### config.mk
export PLATFORM = sky130hd
export DESIGN_NAME = contador_ascendente
export DESIGN_NICKNAME = d
export VERILOG_FILES = /design/src/rtl/contador_ascendente.sv
export SDC_FILE = /design/constraint.sdc
export NUM_CORES = 1
export LEC_CHECK = 0
export CAP_MARGIN = 20
export CELL_PAD_IN_SITES_DETAIL_PLACEMENT = 2
export CELL_PAD_IN_SITES_GLOBAL_PLACEMENT = 2
export CORE_UTILIZATION = 30
export CTS_CLUSTER_DIAMETER = 50
export CTS_CLUSTER_SIZE = 24
export DETAILED_ROUTE_END_ITERATION = 6
export PLACE_DENSITY_LB_ADDON = 0.1
export SLEW_MARGIN = 20
export SYNTH_ARGS = -nofsm -noshare
export SYNTH_HDL_FRONTEND = slang
export SYNTH_SLANG_ARGS = --single-unit
### constraint.sdc
create_clock -name clk -period 3.6 [get_ports clk]
set_input_delay 0.36 -clock clk [delete_from_list [all_inputs] [get_ports clk]]
set_output_delay 0.36 -clock clk [all_outputs]
set_load 0.01 [all_outputs]
### src/rtl/contador_ascendente.sv
// rtl/contador_ascendente.sv - prescaled up-counter to a sampled target with two-digit seven-segment display
module contador_ascendente #(
  parameter int N   = 6,
  parameter int DIV = 1
) (
  input  logic         clk,
  input  logic         reset,
  input  logic         start,
  input  logic         run,
  input  logic [N-1:0] a,
  output logic [N-1:0] z,
  output logic         busy,
  output logic         done,
  output logic [6:0]   digit0,
  output logic [6:0]   digit1
);

  localparam int PW = (DIV > 1) ? $clog2(DIV) : 1;
  localparam logic [PW-1:0] PS_LAST = PW'(DIV - 1);

  typedef enum logic [1:0] {IDLE, COUNT, DONE} state_t;

  state_t        state;
  logic [N-1:0]  target;
  logic [PW-1:0] prescaler;
  logic [N-1:0]  z_inc;
  logic [6:0]    z_wide;

  assign z_inc = z + N'(1);

  always_ff @(posedge clk or posedge reset) begin
    if (reset) begin
      state     <= IDLE;
      z         <= '0;
      target    <= '0;
      prescaler <= '0;
      busy      <= 1'b0;
      done      <= 1'b0;
    end else if (start) begin
      // start restarts from any state and takes priority over an increment
      target    <= a;
      z         <= '0;
      prescaler <= '0;
      if (a == '0) begin
        state <= DONE;
        busy  <= 1'b0;
        done  <= 1'b1;
      end else begin
        state <= COUNT;
        busy  <= 1'b1;
        done  <= 1'b0;
      end
    end else if (state == COUNT && run) begin
      if (prescaler == PS_LAST) begin
        prescaler <= '0;
        z         <= z_inc;
        if (z_inc == target) begin
          state <= DONE;
          busy  <= 1'b0;
          done  <= 1'b1;
        end
      end else begin
        prescaler <= prescaler + PW'(1);
      end
    end
  end

  function automatic logic [6:0] seg7(input logic [3:0] d);
    case (d)
      4'd0:    seg7 = 7'b1000000;
      4'd1:    seg7 = 7'b1111001;
      4'd2:    seg7 = 7'b0100100;
      4'd3:    seg7 = 7'b0110000;
      4'd4:    seg7 = 7'b0011001;
      4'd5:    seg7 = 7'b0010010;
      4'd6:    seg7 = 7'b0000010;
      4'd7:    seg7 = 7'b1111000;
      4'd8:    seg7 = 7'b0000000;
      4'd9:    seg7 = 7'b0010000;
      default: seg7 = 7'b1111111;
    endcase
  endfunction

  assign z_wide = 7'(z);
  assign digit1 = seg7(4'(z_wide / 7'd10));
  assign digit0 = seg7(4'(z_wide % 7'd10));

endmodule
# Word-level counts from Yosys, hierarchy flattened
# Memories as Yosys holds them, arrays and structs flattened.
# Cells that the tools add are included.
[word_totals] out_inout_bits=22 n_memories=2 mem_bits_ro=224 regBits=17 wordCells=42 in_bits=10
[classes] reduce_logical=6 div=2 muxes=21 n_addsub=2 eq_ne=3
[memory_table] name="(no name shown)" depth=16 width=7 read_ports=1 rd_clocked_by_memory_dff=0 wr=0 line_no="69" rtl="case (d)"
[memory_table] name="(no name shown)" depth=16 width=7 read_ports=1 rd_clocked_by_memory_dff=0 wr=0 line_no="69"
[ops] cell="2-to-1 mux 6 bit" n=3
[ops] cell="2-to-1 mux 1 bit" n=13
[ops] cell="2-to-1 mux 2 bit" n=5
[ops] cell="divider 6 x 4 -> 7 bit (second input constant)" n=1
[ops] cell="modulo 6 x 4 -> 7 bit (second input constant)" n=1
[ops] cell="adder 6 x 1 -> 6 bit (second input constant)" n=1
[ops] cell="equality test 6 bit" n=1
[ops] cell="logical NOT 6 bit" n=1
[ops] cell="nonzero test 2 bit" n=2
[ops] cell="AND reduction 3 bit" n=1
[ops] cell="equality test 2 x 1 -> 1 bit (second input constant)" n=1
[ops] cell="inequality test 2 bit (second input constant)" n=1
[ops] cell="AND reduction 2 bit" n=1
[ops] cell="adder 1 bit (second input constant)" n=1
[ops] cell="logical AND 1 bit" n=1

# Longest topological paths before layout
# Gate-level depths: netlist of run 1.
[depth] depth_word=6 mapped_depth=15 mapped_depth_nobuf=13

# Least setup slack after synthesis of run 1
# No wires, ideal clock.
[synth_path] path_type="register -> output" from="register z[3]" to="output port digit0[1]" path_buffers=2 arrival_time_ps=3124 path_slack_ps=116 t_required_ps=3240 path_stages_with_launch=14 cell_sequence="dfrtp_1 buf_2 nand3b_1 a21oi_1 a311oi_1 ha_1 clkbuf_2 inv_1 o2111a_1 o32a_4 xnor2_2 ha_1 o21a_1 a21oi_1"
[synth_via] elab_chain_len=2
[synth_lines] item="start, declared" line_no="11" rtl="output logic [N-1:0] z,"
[synth_lines] item="start signal, assigned" line_no="56" rtl="z <= z_inc;"
[synth_lines] item="modulo 6 x 4 -> 7 bit" line_no="86" rtl="assign digit0 = seg7(4'(z_wide % 7'd10));"
[synth_lines] item="memory (16 x 7 bit)"
[synth_lines] item="end, declared" line_no="14" rtl="output logic [6:0] digit0,"
# Every way passes these cells.

# Final worst setup path of run 1
[layout_path] from="register z[2]" to="output port digit0[4]"
# Same word-level chain as after synthesis.

==> flow_metrics.py, run 1 <==
metrics = {
    "yosys": {
        "yosysSeqAreaShare_pct": 24.6,
        "synthTopCellsByArea": "dfrtp_1, ha_1, xnor2_1",
        "avgSynthCellArea_um2": 8.96,
        "async_flop_share_pct": 100,
        "synth_top_area_share_pct": 24.6,
        "synth-main-ff-cell": "dfrtp_1",
        "ys_types": 52,
        "syn_nets": 183,
        "synth_warnings": 0,
        "synth_common_cells": "dfrtp_1, ha_1, nor2_1",
        "synth_cells": 159,
        "synth_edf_count": 0,
        "ys_ff_latch": 14,
        "syn_area_um2": 1430,
        "synth_top_area_cell": "dfrtp_1",
    },
    "floorplanning": {
        "ios": 32,
        "placementRows": 24,
        "die_h_um": 70.9,
        "die_area_um2": 5030,
        "fp.dieW_um": 70.9,
        "initial_utilization_pct": 31.9,
        "core_area_um2": 4470,
    },
    "detailed_routing": {
        "drc": 0,
        "vias": 1434,
        "drt-vias-per-instance": 5.23,
        "ant_nets": 0,
        "first_pass_iters": 6,
        "wl_per_cell_um": 18.6,
        "wirelength_um": 5100,
        "drt_iter0_drc": 33,
    },
    "sta": {
        "worst_slew_pin_slew_ns": 0.578,
        "slew_violations": 0,
        "setup_violations": 1,
        "hold_viol": 0,
        "min_period_over_period_pct": 102,
        "rsz0062_at_grt": "true",
        "maxSlewHeadroom_pct": 61.4,
        "whs_ns": 0.479,
        "fin_ws_ns": -0.0740,
        "min_period_ns": 3.67,
        "max_freq_mhz": 272,
        "skew_ns": 0.00417,
    },
    "critical_path": {
        "critPathMaxFanout": 5,
        "crit_family": "compound AO/OA/AOI/OAI gates",
        "critPathKind": "reg -> out",
        "crit_path_end_kind": "output pin",
        "cp_common_cell": "buf_6",
        "cp.arrival_ns": 3.31,
        "critPathMaxStageDelay_ns": 0.46,
        "cp.required_ns": 3.24,
        "critPathLaunchType": "register",
        "path_cells": "buf_6, nand2_4, nor2_2, a311oi_2, ha_2, inv_2, o2111a_1, o32a_4, clkinv_4, mux2_4, buf_6, buf_6, mux2_4, a21oi_2, buf_2",
        "slowest_stage": "dfrtp_2",
        "path_buf_inv": 6,
    },
    "clock_network": {
        "path_clk_slew_ns": 0.06,
        "cts_sinks": 14,
        "cts_made_buffers": 3,
        "clk_path_buf_depth": 2,
        "cts_root_buffer": "clkbuf_8",
        "worst_skew_pair.late_latency_ns": 0.24,
        "cts_max_level": 1,
        "cts_tree": "built",
        "postCtsHoldBufs": 0,
    },
    "pwr": {
        "peakVddDrop_uv": 203,
        "power.density_nw_per_um2": 192,
        "total_power_w": 0.000415,
        "p_leak_nw": 1.06,
    },
    "worst_hold_path": {
        "hold_path_class": "in -> async",
    },
    "final_layout": {
        "n_antenna_cell": 0,
        "fin_nets": 248,
        "syn2layout_area_growth_pct": 51.9,
        "seqCellArea_um2": 353,
        "n_fill_cell": 470,
        "multi_input_area_um2": 1080,
        "layout-drive-gt1-share_pct": 35.6,
    },
    "placement": {
        "io_buffers": 31,
        "dp_hpwl_um": 3370,
        "gp_congestion": 0.774,
    },
    "global_routing": {
        "grt_pass1_wl_um": 8200,
        "antenna_found_initial": 0,
        "grt_pass1_vias": 1639,
        "grt_use_total_pct": 20.4,
        "grt_overflow": 0,
        "grt_max_degree": 15,
    },
    "outcome": {
        "violations": "negative setup slack",
        "status": "finished with violations",
    },
    "flow_run": {
        "drv_cap": 0,
    },
}
[state kept, by name (all words and copies together), names as in the netlist]
signal	flops
z	6
done	1
target	6
busy	1
[final timing paths]
check                                            from                    end  slack [ns]  depth (start not counted)
worst max-delay path                 z[2]$_DFFE_PP0P_              digit0[4]       -0.07                         15
worst min-delay path                            reset       z[5]$_DFFE_PP0P_        0.48                          2
worst max register to register       z[1]$_DFFE_PP0P_       done$_DFFE_PP0P_        1.43                          8
worst min register to register  target[1]$_DFFE_PP0P_  target[1]$_DFFE_PP0P_        0.53                          1
max in group asynchronous                       reset       z[3]$_DFFE_PP0P_        2.71                          2
min in group clk                target[1]$_DFFE_PP0P_  target[1]$_DFFE_PP0P_        0.53                          1
[timing repair]
item | in CTS | in global routing
pin swaps | 5 | 4
setup endpoints to repair | 12 | 13
endpoints found under the hold margin | 0 | 0
resized for setup | 32 | 28
setup buffers | 6 | 8
[logic make-up after synthesis]
group | share of synthesized area, %
mux | 10.4
xor+xnor | 8.52
compound gates | 18.3
flops | 24.6
simple gates | 20.1
buf+inv | 5.88
fa+ha+maj | 12.3
[final cells by class]
cell class | count | area share [%]
timing repair buffer | 68 | 27.1
inverter | 10 | 1.97
tap | 52 | 3.01
sequential | 14 | 16.3
clock buffer | 3 | 1.91
multi-input combinational | 127 | 49.7
[through the flow]
step | TNS, ns | setup WS, ns | instance area [um2] | instances | utilization, %
2_1_floorplan | 0 | 0.116 | 1430 | 159 | -
3_3_place_gp | -0.0364 | -0.0364 | 1930 | 257 | 43.2
3_5_place_dp | -0.956 | -0.207 | 1930 | 257 | 43.2
4_1_cts | -0.0922 | -0.0922 | 2070 | 266 | 46.2
5_1_grt | -0.502 | -0.201 | 2160 | 274 | 48.4
6_report | -0.0740 | -0.0740 | 2160 | 274 | 48.4
[metal layers]
metal	global-route usage, %	vias to the layer above	wire, um
met4	3.33	0	57
met1	24.2	710	2170
met3	2.14	8	124
met2	39.9	29	2750
met5	0	-	0
li1	-	687	-
[power breakdown]
group          switching [W]  internal, W
Sequential        0.00000980     0.000168
Clock              0.0000529    0.0000740
Combinational      0.0000550    0.0000558
Total               0.000118     0.000297
[cells in the final DEF (no fill, tap or decap), types with 2 or more instances in the layout]
master	instances
xnor2_1	8
mux2_4	2
clkbuf_8	3
a21oi_1	6
ha_1	11
nor2_1	13
mux2_2	6
nor2b_1	3
inv_2	4
clkdlybuf4s50_1	17
o21a_1	2
dfrtp_1	12
o21ai_0	4
a21oi_2	3
buf_2	4
nand2_1	7
a2bb2oi_2	2
mux2i_1	5
and2_1	3
dlymetal6s2s_1	6
nand3b_1	2
o21ai_1	5
inv_1	5
o31ai_1	2
nand2b_1	3
buf_4	32
ha_4	2
dfrtp_2	2
buf_6	5
xor2_1	4
nor3b_1	2
clkbuf_2	3
nand3_1	4
Power figures use the tool's default switching activity.
==> run 2, diff against run 1 <==
Clock period 3.6 ns to 3.88 ns, I/O delays scaled along.
==> flow_metrics.py, run 2 (same netlist as run 1, synthesis figures left out) <==
metrics = {
    "sta": {
        "max_freq_mhz": 268,
        "rsz0062_at_grt": "false",
        "min_period_over_period_pct": 96.2,
        "skew_ns": 0.000516,
        "slew_violations": 0,
        "min_period_ns": 3.73,
        "worst_slew_pin_slew_ns": 0.605,
        "hold_viol": 0,
        "maxSlewHeadroom_pct": 59.5,
        "setup_violations": 0,
    },
    "critical_path": {
        "cp.arrival_ns": 3.34,
        "cp_common_cell": "mux2_4",
        "critPathLaunchType": "register",
        "slowest_stage": "dfrtp_1",
        "path_buf_inv": 4,
        "cp.required_ns": 3.49,
        "critPathMaxFanout": 10,
        "crit_path_end_kind": "output pin",
        "path_cells": "buf_4, nor2_1, a311oi_2, ha_2, inv_1, o2111a_1, o32a_4, inv_6, mux2_4, mux2_4, a21oi_2, dlygate4sd2_1",
        "critPathMaxStageDelay_ns": 0.41,
        "crit_family": "compound AO/OA/AOI/OAI gates",
        "critPathKind": "reg -> out",
    },
    "floorplanning": {
        "die_h_um": 70.9,
        "ios": 32,
        "core_area_um2": 4470,
        "initial_utilization_pct": 31.9,
        "placementRows": 24,
        "fp.dieW_um": 70.9,
        "die_area_um2": 5030,
    },
    "placement": {
        "dp_hpwl_um": 3320,
        "placed_area_um2": 1880,
        "io_buffers": 31,
        "place_inst": 250,
        "gp_congestion": 0.811,
    },
    "clock_network": {
        "cts_max_level": 1,
        "clk_path_buf_depth": 2,
        "cts_sinks": 14,
        "path_clk_slew_ns": 0.06,
        "worst_skew_pair.late_latency_ns": 0.24,
        "postCtsHoldBufs": 0,
        "cts_made_buffers": 3,
        "cts_root_buffer": "clkbuf_8",
        "cts_tree": "built",
    },
    "final_layout": {
        "fin_nets": 231,
        "syn2layout_area_growth_pct": 38.3,
        "layout_common_cells": "clkdlybuf4s50_1, buf_4, nor2_1",
        "final_area_um2": 1970,
        "reg_top3": "target (6), z (6)",
        "final_common_cell": "clkdlybuf4s50_1",
        "layout-drive-gt1-share_pct": 20.0,
        "final_cells": 257,
        "n_antenna_cell": 0,
    },
    "pwr": {
        "p_seq_share_pct": 43.3,
        "p_leak_nw": 0.887,
        "peakVddDrop_uv": 163,
        "p_clk_share_pct": 31.5,
        "power.density_nw_per_um2": 194,
        "p_int_w": 0.000275,
        "power.switching_w": 0.000107,
        "switching_share_pct": 28.0,
        "p_comb_share_pct": 25.2,
    },
    "detailed_routing": {
        "drt-vias-per-instance": 5.25,
        "ant_nets": 0,
        "wl_per_cell_um": 16.3,
        "wirelength_um": 4180,
        "drt_iter0_drc": 20,
        "first_pass_iters": 5,
        "drc": 0,
        "vias": 1348,
    },
    "global_routing": {
        "grt_use_total_pct": 18.4,
        "grt_overflow": 0,
        "grt_pass1_vias": 1532,
        "grt_max_degree": 15,
        "antenna_found_initial": 0,
        "grt_pass1_wl_um": 7310,
    },
    "worst_hold_path": {
        "hold_path_class": "in -> async",
    },
    "flow_run": {
        "drv_cap": 0,
    },
    "outcome": {
        "status": "finished clean",
    },
}
==> run 2: per-stage QoR <==
| stage | worst slack, ns | util (%) | setup TNS [ns] | hold slack, ns | power, W |
|---|---|---|---|---|---|
| floorplan | 0.368 | - | 0 | 0.277 | 0.000220 |
| global placement | 0.108 | 42.0 | 0 | 0.512 | 0.000261 |
| detailed placement | -0.0710 | 42.0 | -0.204 | 0.532 | 0.000268 |
| CTS | 0.140 | 43.9 | 0 | 0.522 | 0.000389 |
| global route | 0.00166 | 44.0 | 0 | 0.564 | 0.000403 |
| finish | 0.148 | 44.0 | 0 | 0.492 | 0.000382 |
==> run 2: cell type report <==
type / instances / area, um2
Timing Repair Buffer: 51 / 452
Clock buffer: 3 / 41.3
Tap cell: 52 / 65.1
Sequential cell: 14 / 352
Inverter: 10 / 42.5
Fill cell: 502 / 2500
Multi-Input combinational cell: 127 / 1020
==> run 2: per-layer routing <==
| metal | routed length (um) | share of wire [%] | global-route usage [%] | vias up |
|---|---|---|---|---|
| li1 | - | - | - | 653 |
| met5 | 0 | 0 | 0 | - |
| met4 | 29 | 0.69 | 4.00 | 0 |
| met2 | 2330 | 56 | 37.3 | 26 |
| met1 | 1730 | 41 | 20.5 | 665 |
| met3 | 90 | 2.2 | 1.71 | 4 |
==> run 2: power by group through the flow <==
stage	combinational (W)	clock [W]	sequential, W
detailed placement	0.000100	0	0.000168
global route	0.000108	0.000129	0.000167
CTS	0.0000984	0.000125	0.000165
global placement	0.0000949	0	0.000166
finish	0.0000962	0.000120	0.000165
floorplan	0.0000519	0	0.000168
==> run 2: repair_timing <==
| action | 4_1_cts | 5_1_grt |
|---|---|---|
| endpoints found under the setup margin | 7 | 1 |
| gates resized for setup | 11 | 1 |
| buffers inserted | 4 | 0 |
| pin swaps | 3 | 0 |
| hold endpoints to repair | 0 | 0 |
==> run 2: worst paths after layout <==
| path | from | end | slack [ns] | cells past startpoint |
|---|---|---|---|---|
| setup / recovery | z[4]$_DFFE_PP0P_ | digit0[4] | 0.15 | 12 |
| hold / removal | reset | z[4]$_DFFE_PP0P_ | 0.49 | 2 |
| setup reg to reg | z[1]$_DFFE_PP0P_ | done$_DFFE_PP0P_ | 1.85 | 7 |
| hold reg to reg | target[5]$_DFFE_PP0P_ | target[5]$_DFFE_PP0P_ | 0.54 | 1 |
| max in group asynchronous | reset | z[2]$_DFFE_PP0P_ | 3.01 | 2 |
| min in group clk | target[5]$_DFFE_PP0P_ | target[5]$_DFFE_PP0P_ | 0.54 | 1 |
==> run 2: worst reg2reg max path: stages, from the launching register on <==
cell and delay, ns:
dfrtp_1 0.52, ha_1 0.30, and2_1 0.18, nor2b_1 0.13
o311ai_1 0.27, o41ai_1 0.13, a41o_1 0.22, o21a_1 0.18
==> run 3, diff against run 2 <==
Settings changed: ABC_AREA set to 1, CORE_UTILIZATION 30 to 27.
==> flow_metrics.py, run 3 <==
metrics = {
    "detailed_routing": {
        "vias": 1416,
        "ant_nets": 0,
        "drt-vias-per-instance": 4.72,
        "first_pass_iters": 4,
        "drc": 0,
        "drt_iter0_drc": 18,
        "wirelength_um": 4170,
        "wl_per_cell_um": 13.9,
    },
    "floorplanning": {
        "ios": 32,
        "fp.dieW_um": 72.9,
        "die_area_um2": 5320,
        "placementRows": 25,
        "initial_utilization_pct": 28.4,
        "core_area_um2": 4790,
        "die_h_um": 72.9,
    },
    "sta": {
        "worst_slew_pin_slew_ns": 0.571,
        "skew_ns": 0.00196,
        "max_freq_mhz": 275,
        "maxSlewHeadroom_pct": 61.9,
        "min_period_over_period_pct": 93.7,
        "fin_ws_ns": 0.243,
        "slew_violations": 0,
        "min_period_ns": 3.64,
        "whs_ns": 0.495,
        "hold_viol": 0,
        "setup_violations": 0,
    },
    "yosys": {
        "syn_nets": 217,
        "synthAdderAreaFrac_pct": 12.9,
        "synth_mux_area_share_pct": 0,
        "synth-main-ff-cell": "dfrtp_1",
        "synth_most_common_cell": "nand2_1",
        "synth_cells": 193,
        "async_flop_share_pct": 100,
        "synthTopCellsByArea": "dfrtp_1, nand2_1, ha_1",
        "synth_common_cells": "nand2_1, inv_1, nand3_1",
        "synth_top_family_by_area": "simple AND/OR/NAND/NOR gates",
        "yosys.area_share.xor_xnor_pct": 3.87,
        "synth_top_area_cell": "dfrtp_1",
        "synth_warnings": 0,
        "syn_area_um2": 1360,
        "avgSynthCellArea_um2": 7.04,
        "yosysSeqAreaShare_pct": 25.8,
        "synth-compound-area-share_pct": 8.38,
        "ys_types": 29,
        "synth_edf_count": 0,
        "synth_top_area_share_pct": 25.8,
        "yosys.area_share.simple_pct": 39.8,
        "ys_ff_latch": 14,
    },
    "final_layout": {
        "fin_nets": 259,
        "layout_common_cells": "nand2_1, clkdlybuf4s50_1, inv_1",
        "seqCellArea_um2": 354,
        "syn2layout_area_growth_pct": 36.3,
        "n_antenna_cell": 0,
        "multi_input_area_um2": 885,
        "reg_top3": "target (6), z (6)",
        "final_util_pct": 38.7,
        "layout-drive-gt1-share_pct": 18.5,
        "final_common_cell": "nand2_1",
        "final_cells": 300,
        "n_fill_cell": 572,
    },
    "global_routing": {
        "grt_max_degree": 15,
        "grt_use_total_pct": 17.2,
        "grt_overflow": 0,
        "antenna_found_initial": 0,
        "grt_pass1_vias": 1491,
        "grt_pass1_wl_um": 6980,
    },
    "critical_path": {
        "critPathMaxFanout": 6,
        "critPathLaunchType": "register",
        "cp.required_ns": 3.49,
        "r2r-end": "busy$_DFFE_PP0P_",
        "r2r_start": "z[0]$_DFFE_PP0P_",
        "r2r_slack_ns": 1.71,
        "cp.arrival_ns": 3.25,
        "critPathKind": "reg -> out",
        "crit_path_end_kind": "output pin",
        "rr_worst_depth": 10,
    },
    "flow_run": {
        "drv_cap": 0,
    },
    "outcome": {
        "status": "finished clean",
    },
    "placement": {
        "place_inst": 289,
        "place_ws_ns": 0.435,
        "dp_hpwl_um": 3480,
        "io_buffers": 31,
        "gp_congestion": 0.768,
    },
    "pwr": {
        "p_int_w": 0.000261,
        "p_leak_nw": 0.893,
        "p_comb_share_pct": 21.9,
        "switching_share_pct": 28.8,
        "total_power_w": 0.000366,
        "power.density_nw_per_um2": 198,
        "power.switching_w": 0.000105,
        "peakVddDrop_uv": 148,
        "p_clk_share_pct": 33.8,
        "p_seq_share_pct": 44.4,
    },
    "clock_network": {
        "cts_made_buffers": 3,
        "path_clk_slew_ns": 0.06,
        "clk_path_buf_depth": 2,
        "cts_root_buffer": "clkbuf_8",
        "worst_skew_pair.late_latency_ns": 0.25,
        "cts_tree": "built",
        "cts_max_level": 1,
        "cts_sinks": 14,
    },
    "worst_hold_path": {
        "hold_path_class": "in -> async",
    },
}
[run 3: changes by cell type in the layout (fill, tap and decap cells not counted), sizes merged, moves of 5 or more]
cell | before | now
a21oi | 9 | 1
buf | 20 | 8
clkdlybuf4s50 | 24 | 31
dlygate4sd2 | 7 | 0
inv | 10 | 29
mux2 | 8 | 0
mux2i | 5 | 0
nand2 | 8 | 65
nand3 | 4 | 22
xnor2 | 9 | 1
[run 3: layer usage]
| layer | share of wire (%) | vias up | GRT usage, % |
|---|---|---|---|
| li1 | - | 697 | - |
| met1 | 44 | 686 | 21.0 |
| met2 | 52 | 26 | 31.6 |
| met3 | 2.5 | 7 | 2.21 |
| met4 | 1.4 | 0 | 4.58 |
| met5 | 0 | - | 0 |
[run 3: layout make-up]
class	count	area share, %
Inverter	31	6.35
Clock buffer	3	2.23
Tap cell	67	4.53
Timing Repair Buffer	39	20.0
Multi-Input combinational cell	146	47.8
Sequential cell	14	19.1
[run 3: cells by family (layout without fill, tap and decap cells)]
family | Yosys count | after routing
simple gates | 106 | 106
xor+xnor | 6 | 6
compound gates | 20 | 20
flops | 14 | 14
fa+ha+maj | 14 | 14
buf+inv | 33 | 73
[run 3: critical path: stages (launching register included)]
cell	delay, ns
dfrtp_2	0.45
inv_2	0.13
nand3_2	0.12
nand2_1	0.10
clkinv_2	0.07
nand2_4	0.10
nand2_1	0.09
nand2_1	0.08
clkinv_1	0.10
ha_2	0.20
inv_1	0.09
nand3_2	0.13
nand3_4	0.15
inv_2	0.08
nand2_2	0.06
nand2_2	0.09
ha_1	0.19
nand2_1	0.10
nand2_1	0.07
nand2_1	0.07
clkdlybuf4s50_1	0.55
[run 3: what timing repair did]
action                     4_1_cts  5_1_grt
hold buffers                     0        0
setup buffers                    0        8
resized for setup                0        4
setup endpoints to repair        0        6
[run 3: power by group through the flow]
stage	logic [W]	clock network (W)	registers (W)
detailed placement	0.0000820	0	0.000165
global route	0.0000906	0.000132	0.000164
floorplan	0.0000416	0	0.000164
CTS	0.0000824	0.000130	0.000163
global placement	0.0000771	0	0.000164
finish	0.0000801	0.000124	0.000162
[run 3: per-stage QoR]
step / instance area [um2] / setup TNS, ns
after detailed placement: 1740 / 0
after CTS: 1790 / 0
final: 1850 / 0
after global routing: 1850 / -0.0393
after global placement: 1740 / 0
after floorplan: 1360 / 0
[run 3: worst max-delay path by stage]
stage	depth (start not counted)	endpoint	start
6_report	20	digit0[4]	z[3]$_DFFE_PP0P_
5_1_grt	20	digit0[3]	z[3]$_DFFE_PP0P_
4_1_cts	20	digit0[4]	z[4]$_DFFE_PP0P_
3_5_place_dp	20	digit0[4]	z[4]$_DFFE_PP0P_
3_3_place_gp	19	digit0[1]	z[4]$_DFFE_PP0P_
2_1_floorplan	19	digit0[3]	z[4]$_DFFE_PP0P_
